<file path="src/rtl/reg_dump_reader.sv">
// Walks a register-file index range two words per beat over dual read ports
// and streams {RD2,RD1} pairs out through a valid/ready handshake.
//
// state | meaning
// IDLE  | waiting for start; start with first>last only pulses err
// READ  | presenting ptr/ptr+1 to the register file, capturing beats
// DRAIN | final beat captured, waiting for it to be accepted
module reg_dump_reader #(
  parameter int DW = 32,
  parameter int AW = 5
) (
  input  logic            clk,
  input  logic            rst,
  input  logic            start,
  input  logic [AW-1:0]   first,
  input  logic [AW-1:0]   last,
  output logic [AW-1:0]   A1,
  output logic [AW-1:0]   A2,
  input  logic [DW-1:0]   RD1,
  input  logic [DW-1:0]   RD2,
  output logic            out_valid,
  input  logic            out_ready,
  output logic [2*DW-1:0] out_data,
  output logic [AW-1:0]   out_addr,
  output logic            out_hi,
  output logic            out_last,
  output logic            busy,
  output logic            done,
  output logic            err
);

  typedef enum logic [1:0] {IDLE, READ, DRAIN} state_t;

  state_t            state_q;
  logic [AW:0]       ptr_q;
  logic [AW:0]       end_q;
  logic [AW:0]       ptr_nxt_d;
  logic              capture_d;
  logic              out_valid_q;
  logic [2*DW-1:0]   out_data_q;
  logic [AW-1:0]     out_addr_q;
  logic              out_hi_q;
  logic              out_last_q;
  logic              done_q;
  logic              err_q;

  // One extra pointer bit keeps ptr+1 from wrapping when last is the top index.
  assign ptr_nxt_d = ptr_q + (AW+1)'(1);
  assign capture_d = (state_q == READ) && (!out_valid_q || out_ready);

  assign A1        = (state_q == READ) ? ptr_q[AW-1:0]     : '0;
  assign A2        = (state_q == READ) ? ptr_nxt_d[AW-1:0] : '0;
  assign busy      = (state_q != IDLE);
  assign out_valid = out_valid_q;
  assign out_data  = out_data_q;
  assign out_addr  = out_addr_q;
  assign out_hi    = out_hi_q;
  assign out_last  = out_last_q;
  assign done      = done_q;
  assign err       = err_q;

  always_ff @(posedge clk or negedge rst) begin
    if (!rst) begin
      state_q     <= IDLE;
      ptr_q       <= '0;
      end_q       <= '0;
      out_valid_q <= 1'b0;
      out_data_q  <= '0;
      out_addr_q  <= '0;
      out_hi_q    <= 1'b0;
      out_last_q  <= 1'b0;
      done_q      <= 1'b0;
      err_q       <= 1'b0;
    end else begin
      done_q <= 1'b0;
      err_q  <= 1'b0;
      case (state_q)
        IDLE: begin
          if (start) begin
            if (first > last) begin
              err_q <= 1'b1;
            end else begin
              ptr_q   <= {1'b0, first};
              end_q   <= {1'b0, last};
              state_q <= READ;
            end
          end
        end
        READ: begin
          if (capture_d) begin
            out_data_q  <= {RD2, RD1};
            out_addr_q  <= ptr_q[AW-1:0];
            out_hi_q    <= (ptr_nxt_d <= end_q);
            out_last_q  <= (ptr_nxt_d >= end_q);
            out_valid_q <= 1'b1;
            ptr_q       <= ptr_q + (AW+1)'(2);
            if (ptr_nxt_d >= end_q) state_q <= DRAIN;
          end
        end
        DRAIN: begin
          if (out_valid_q && out_ready) begin
            out_valid_q <= 1'b0;
            done_q      <= 1'b1;
            state_q     <= IDLE;
          end
        end
        default: state_q <= IDLE;
      endcase
    end
  end

endmodule

</file>
<file path="config.mk">
export PLATFORM = sky130hd
export DESIGN_NAME = reg_dump_reader
export DESIGN_NICKNAME = d
export VERILOG_FILES = /design/src/rtl/reg_dump_reader.sv
export SDC_FILE = /design/constraint.sdc
export NUM_CORES = 1
export LEC_CHECK = 0
export ABC_AREA = 1
export BUFFER_PORTS_ARGS = -buffer_cell sky130_fd_sc_hd__buf_4
export CELL_PAD_IN_SITES_DETAIL_PLACEMENT = 2
export CELL_PAD_IN_SITES_GLOBAL_PLACEMENT = 2
export CORE_MARGIN = 1
export CORE_UTILIZATION = 26
export CTS_CLUSTER_SIZE = 25
export DETAILED_ROUTE_END_ITERATION = 16
export GPL_TIMING_DRIVEN = 0
export PLACE_DENSITY = 0.81
export SKIP_CTS_REPAIR_TIMING = 1
export SLEW_MARGIN = 25
export SYNTH_ARGS = -nofsm -noshare
export SYNTH_HDL_FRONTEND = slang
export SYNTH_SLANG_ARGS = --single-unit
export TNS_END_PERCENT = 20
</file>
<file path="constraint.sdc">
create_clock -name clk -period 2.38 [get_ports clk]
set_input_delay 0.119 -clock clk [delete_from_list [all_inputs] [get_ports clk]]
set_output_delay 0.119 -clock clk [all_outputs]
set_load 0.01 [all_outputs]
</file>
### Word level (Yosys, flattened, before mapping)

Cells that the tools add are included.

* register bits: 87
* memories kept: 0
* output and inout port bits: 85
* memory bits (writable): 0
* memory bits (read-only): 0
* logic and storage cells: 56
* bits of input ports: 78
* latch bits: 0

* bitwise operators: 1
* add/subtract/negate cells: 2
* multipliers: 0
* eq/ne operators: 7
* shift operators: 0
* reductions and logical operators: 13
* divide/modulo/power cells: 0
* multiplexer cells: 20
* order comparisons: 3

Operators with widths (count)
* two-way mux 6 bit: 3
* one-hot mux 6 bit (2 select lines): 1
* two-way mux 2 bit: 5
* two-way mux 5 bit: 2
* != test 2 bit, second input constant: 4
* two-way mux 1 bit: 7
* adder 6 x 1 -> 6 bit, second input constant: 1
* adder 6 x 2 -> 6 bit, second input constant: 1
* >= comparator 6 x 5 -> 1 bit: 1
* less-or-equal comparator 6 x 5 -> 1 bit: 1
* one-hot mux 2 bit (3 select lines): 1
* AND reduction 3 bit: 2
* nonzero test 2 bit: 3
* > comparator 5 bit: 1
* AND reduction 5 bit: 1
* AND reduction 4 bit: 1
* equality test 2 x 1 -> 1 bit, second input constant: 1
* equality test 2 bit, second input constant: 1
* logical AND 1 bit: 2
* zero test 2 bit: 1
* != test 2 x 1 -> 1 bit, second input constant: 1
* one-hot mux 1 bit (2 select lines): 1
* AND reduction 2 bit: 1
* zero test 1 bit: 1
* 2 further kinds: 2

### Depth between registers and ports, before layout

* depth after elaboration: 5
* gate-level depth with buffers: 15
* mapped depth without buffers: 15

### Least setup slack after synthesis

No wires, ideal clock.

* kind: register to register
* from: register ptr_q[0]
* to: register state_q[1]
* setup time: 121 ps
* cell stages (with the launch flop): 16
* path slack: 364 ps
* clock period less this slack: 2016 ps
* required time: 2259 ps
* arrival time: 1896 ps
* path through: dfrtp_1 -> ha_1 -> nand2_1 -> inv_1 -> nand2_1 -> xor2_1 -> inv_1 -> ha_1 -> nand2_1 -> inv_1 -> a21oi_1 -> nand2_1 -> nor2_1 -> nand2_1 -> nand2_1 -> nand2_1

* cells in the longest elaborated chain, start to end: 4

Ends and longest elaborated chain
* start, declared: RTL line 35 `logic [AW:0] ptr_q;`
* start signal, assigned: RTL line 83 `ptr_q <= {1'b0, first};`
* start signal, assigned: RTL line 96 `ptr_q <= ptr_q + (AW+1)'(2);`
* adder 6 x 1 -> 6 bit: RTL line 48 `assign ptr_nxt_d = ptr_q + (AW+1)'(1);`
* >= comparator 6 x 5 -> 1 bit: RTL line 97 `if (ptr_nxt_d >= end_q) state_q <= DRAIN;`
* != test 2 x 1 -> 1 bit (no source line)
* AND reduction 5 bit (no source line)
* end signal, assigned: RTL line 97
* end signal, assigned: RTL line 104 `state_q <= IDLE;`
* end signal, assigned: RTL line 107 `default: state_q <= IDLE;`
* end, declared: RTL line 34 `state_t state_q;`

No other way between the ends.
A chain may end at the register's enable or synchronous reset.

### Final worst setup path

* from: register ptr_q[1]
* to: register out_last_q (netlist: out_last)

* cells in the longest elaborated chain, start to end: 2

Ends and longest elaborated chain
* adder 6 x 1 -> 6 bit: RTL line 48
* >= comparator 6 x 5 -> 1 bit: RTL line 94 `out_last_q <= (ptr_nxt_d >= end_q);`
* end signal, assigned: RTL line 94
* end, declared: RTL line 43 `logic out_last_q;`

No other way between the ends.

==> metrics.csv <==
metric;value;unit
result_of_the_run;finished with violations;
violations;negative hold slack;
initialDrtViolationCount;103;
ios;163;
timing.critical_path.required;2620;ps
cp-end-kind;flip-flop;
timing.critical_path.arrival;2510;ps
number_of_detailed_route_iterations_in_the_first_pass;4;
detailroute.wirelength.met2;7.35;mm
first_global_vias;3895;
post-synth-top-area-cell;sky130_fd_sc_hd__dfrtp_1;
max_freq;439;MHz
maxCapViolations;0;
number_of_antenna_violations_at_the_first_check_in_global_routing;0;
postSynthRegisterBits;87;
finalSetupViolCount;0;
final_core_util;41.0;%
post_synth_inst_count;470;
power.switching_fraction;40.8;%
combinationalPowerShare;48.9;%
fp.dieArea;15300;sq um
synth_cell_types;18;
holdWs;-25.6;ps
worst_path_largest_cell_delay;450;ps
synth_seq_area_share;56.4;%
route.met3.wl;610;um
area_growth;54.1;%
timing.final.crit_share;95.7;%
power_per_cell_area;1310;nW/um^2
final_hold_viol_count;26;
drt_wl_total;14.1;mm
core;14500;sq um
tritoncts.num_buffers;9;
vias_per_cell;4.46;
fin_crit;2280;ps
timing.critical_path.cells;ha_1, nand2_1, inv_1, nand2_1, xor2_2, inv_1, ha_1, nand2_2, inv_1, a21oi_2, nand2_1, nor2_2, nand2_2, nand2_2, nand2_1;
y_dimension_of_the_die;124;um
total_neg_setup_slack;0;ps
worstSetupStartpointType;flip-flop;
ys_top_cells_by_area;sky130_fd_sc_hd__dfrtp_1, sky130_fd_sc_hd__nand2_1, sky130_fd_sc_hd__ha_1;
layout-drive-gt1-share;30.6;%
synthesis.area_per_instance;8.22;sq um
pwr-share-clk;17.5;%
critical_path_buffers_and_inverters;3;
seqPwrFrac;33.6;%
final_antenna_net_count;0;
wire_length_of_the_first_global_routing_pass;19.7;mm
vdd_drop_max;0.370;mV
clkSinkCount;87;
slew_violations;0;
timing.critical_path.fanout_max;5;
grt_start_max_net_pins;88;
cts_tree;yes;
clock_root_buffer;sky130_fd_sc_hd__clkbuf_16;
criticalPathCategory;reg -> reg;
cts-htree-levels;3;
syn-cell-area;3860;sq um
synth.yosys.warnings;0;
average_wire_per_standard_cell;16.3;um
worst_slew_pin_slew;851;ps
vias;3862;
cpLargestDelayFamily;simple AND/OR/NAND/NOR gates;
synth_top_area_share;56.4;%
post-route-drc-count;0;
min_delay_path_class;in -> reg;
slew-limit-headroom;43.2;%
die_width;124;um
post-dp-hpwl;9.92;mm
cts-root-to-sink-buffers;2;
gp_congestion;0.744;
clk_latency;350;ps
clock-skew-final;6.31;ps
input_output_buffers;162;
dr.max_layer_used;met4;
total_switching_power;3190;uW
power_leakage;0.00334;uW
synth.net_count;560;
slowest_stage;sky130_fd_sc_hd__dfrtp_2;
cellInternalPower;4630;uW
grt_use_total;17.1;%
row_count;44;
antenna_cells_inserted;0;
global_route.overflow_total;0;
cts.clk_slew.worst_paths;60;ps
report.power.total;7810;uW
initial_utilization;26.6;%
finish.net_count;767;
routedLengthMet1;5.73;mm
cp_common_cell;sky130_fd_sc_hd__nand2_1;
-- state kept, by name (all words and copies together) (netlist names) --
| signal | count |
|---|---|
| done | 1 |
| end_q | 5 |
| err | 1 |
| out_addr | 5 |
| out_data | 64 |
| out_hi | 1 |
| out_last | 1 |
| out_valid | 1 |
| ptr_q | 6 |
| state_q | 2 |
-- per-stage QoR --
step / instances / instance area [sq um] / hold slack, ps / worst slack (ps)
after detailed placement: 816 / 5310 / 265 / -43.7
after floorplan: 470 / 3860 / -177 / 364
after CTS: 832 / 5590 / -108 / -99.3
after global routing: 866 / 5950 / -1.38 / -73.3
after global placement: 816 / 5310 / 319 / 65.9
final: 866 / 5950 / -25.6 / 103
-- path summary, 6_finish.rpt --
| check | start | end | slack (ps) | depth (start not counted) |
|---|---|---|---|---|
| worst max-delay path | ptr_q[1] | out_last | 100 | 15 |
| worst min-delay path | RD1[25] | out_data[25] | -30 | 3 |
| worst max register to register | ptr_q[1] | out_last | 100 | 15 |
| worst min register to register | out_data[4] | out_data[4] | 470 | 2 |
| max in group asynchronous | rst | ptr_q[1] | 1310 | 2 |
| min in group asynchronous | rst | out_data[35] | 410 | 2 |
-- area by class of cell --
type | instances | area (sq um)
sequential | 87 | 2180
clock buffer | 14 | 264
inverter | 36 | 135
tap | 184 | 230
timing repair buffer | 196 | 1550
buffer | 17 | 131
multi-input combinational | 330 | 1450
fill | 1637 | 8580
clock inverter | 2 | 13.8
-- cell usage in the layout (no fill, tap or decap), types with 3 or more instances in the layout --
master | netlist | final
sky130_fd_sc_hd__clkbuf_1 | 0 | 3
sky130_fd_sc_hd__buf_4 | 6 | 170
sky130_fd_sc_hd__nor2_1 | 24 | 23
sky130_fd_sc_hd__inv_1 | 35 | 35
sky130_fd_sc_hd__ha_1 | 12 | 11
sky130_fd_sc_hd__o21ai_0 | 14 | 14
sky130_fd_sc_hd__nand3_1 | 12 | 12
sky130_fd_sc_hd__dfrtp_1 | 87 | 85
sky130_fd_sc_hd__nand2_2 | 2 | 5
sky130_fd_sc_hd__buf_6 | 5 | 6
sky130_fd_sc_hd__nand2_1 | 253 | 250
sky130_fd_sc_hd__buf_2 | 6 | 6
sky130_fd_sc_hd__nor3_1 | 3 | 3
sky130_fd_sc_hd__dlygate4sd3_1 | 0 | 31
sky130_fd_sc_hd__clkbuf_16 | 0 | 9
-- worst reg2reg max path: stages, from the launching register on --
cell	delay, ps
sky130_fd_sc_hd__dfrtp_2	450
sky130_fd_sc_hd__ha_1	210
sky130_fd_sc_hd__nand2_1	60
sky130_fd_sc_hd__inv_1	60
sky130_fd_sc_hd__nand2_1	110
sky130_fd_sc_hd__xor2_2	170
sky130_fd_sc_hd__inv_1	60
sky130_fd_sc_hd__ha_1	300
sky130_fd_sc_hd__nand2_2	90
sky130_fd_sc_hd__inv_1	50
sky130_fd_sc_hd__a21oi_2	130
sky130_fd_sc_hd__nand2_1	80
sky130_fd_sc_hd__nor2_2	140
sky130_fd_sc_hd__nand2_2	100
sky130_fd_sc_hd__nand2_2	100
sky130_fd_sc_hd__nand2_1	60
-- power by group through the flow --
stage               sequential [uW]  combinational [uW]  clock [uW]
floorplan                      2830                1610           0
global placement               2590                3500           0
detailed placement             2650                3670           0
CTS                            2630                3710        1400
global route                   2710                4280        1460
finish                         2620                3820        1370
-- synthesized netlist by cell type --
cell type,instances
sky130_fd_sc_hd__inv_2,1
sky130_fd_sc_hd__o21ai_1,1
sky130_fd_sc_hd__nor2_4,1
sky130_fd_sc_hd__o21bai_1,1
sky130_fd_sc_hd__dfrtp_1,87
sky130_fd_sc_hd__o21ai_0,14
sky130_fd_sc_hd__ha_1,12
sky130_fd_sc_hd__nand2_2,2
sky130_fd_sc_hd__buf_2,6
sky130_fd_sc_hd__a21oi_1,4
sky130_fd_sc_hd__nand3_1,12
sky130_fd_sc_hd__nor3_1,3
sky130_fd_sc_hd__inv_1,35
sky130_fd_sc_hd__nor2_1,24
sky130_fd_sc_hd__buf_6,5
sky130_fd_sc_hd__buf_4,6
sky130_fd_sc_hd__xor2_1,3
sky130_fd_sc_hd__nand2_1,253
-- metal layers --
layer / GRT usage (%) / vias up
li1: - / 1836
met1: 19.9 / 1889
met2: 31.1 / 108
met3: 2.70 / 29
met4: 7.00 / 0
met5: 0 / -
-- cell families after synthesis --
family	after synthesis	share of synthesized area, %
flip-flops	87	56.4
buffers and inverters	53	6.90
adder cells (fa/ha/maj)	12	3.89
AO/OA/AOI/OAI	20	2.66
AND/OR/NAND/NOR	295	29.5
XOR/XNOR	3	0.681
No activity file was read; power rests on OpenSTA's default activity.
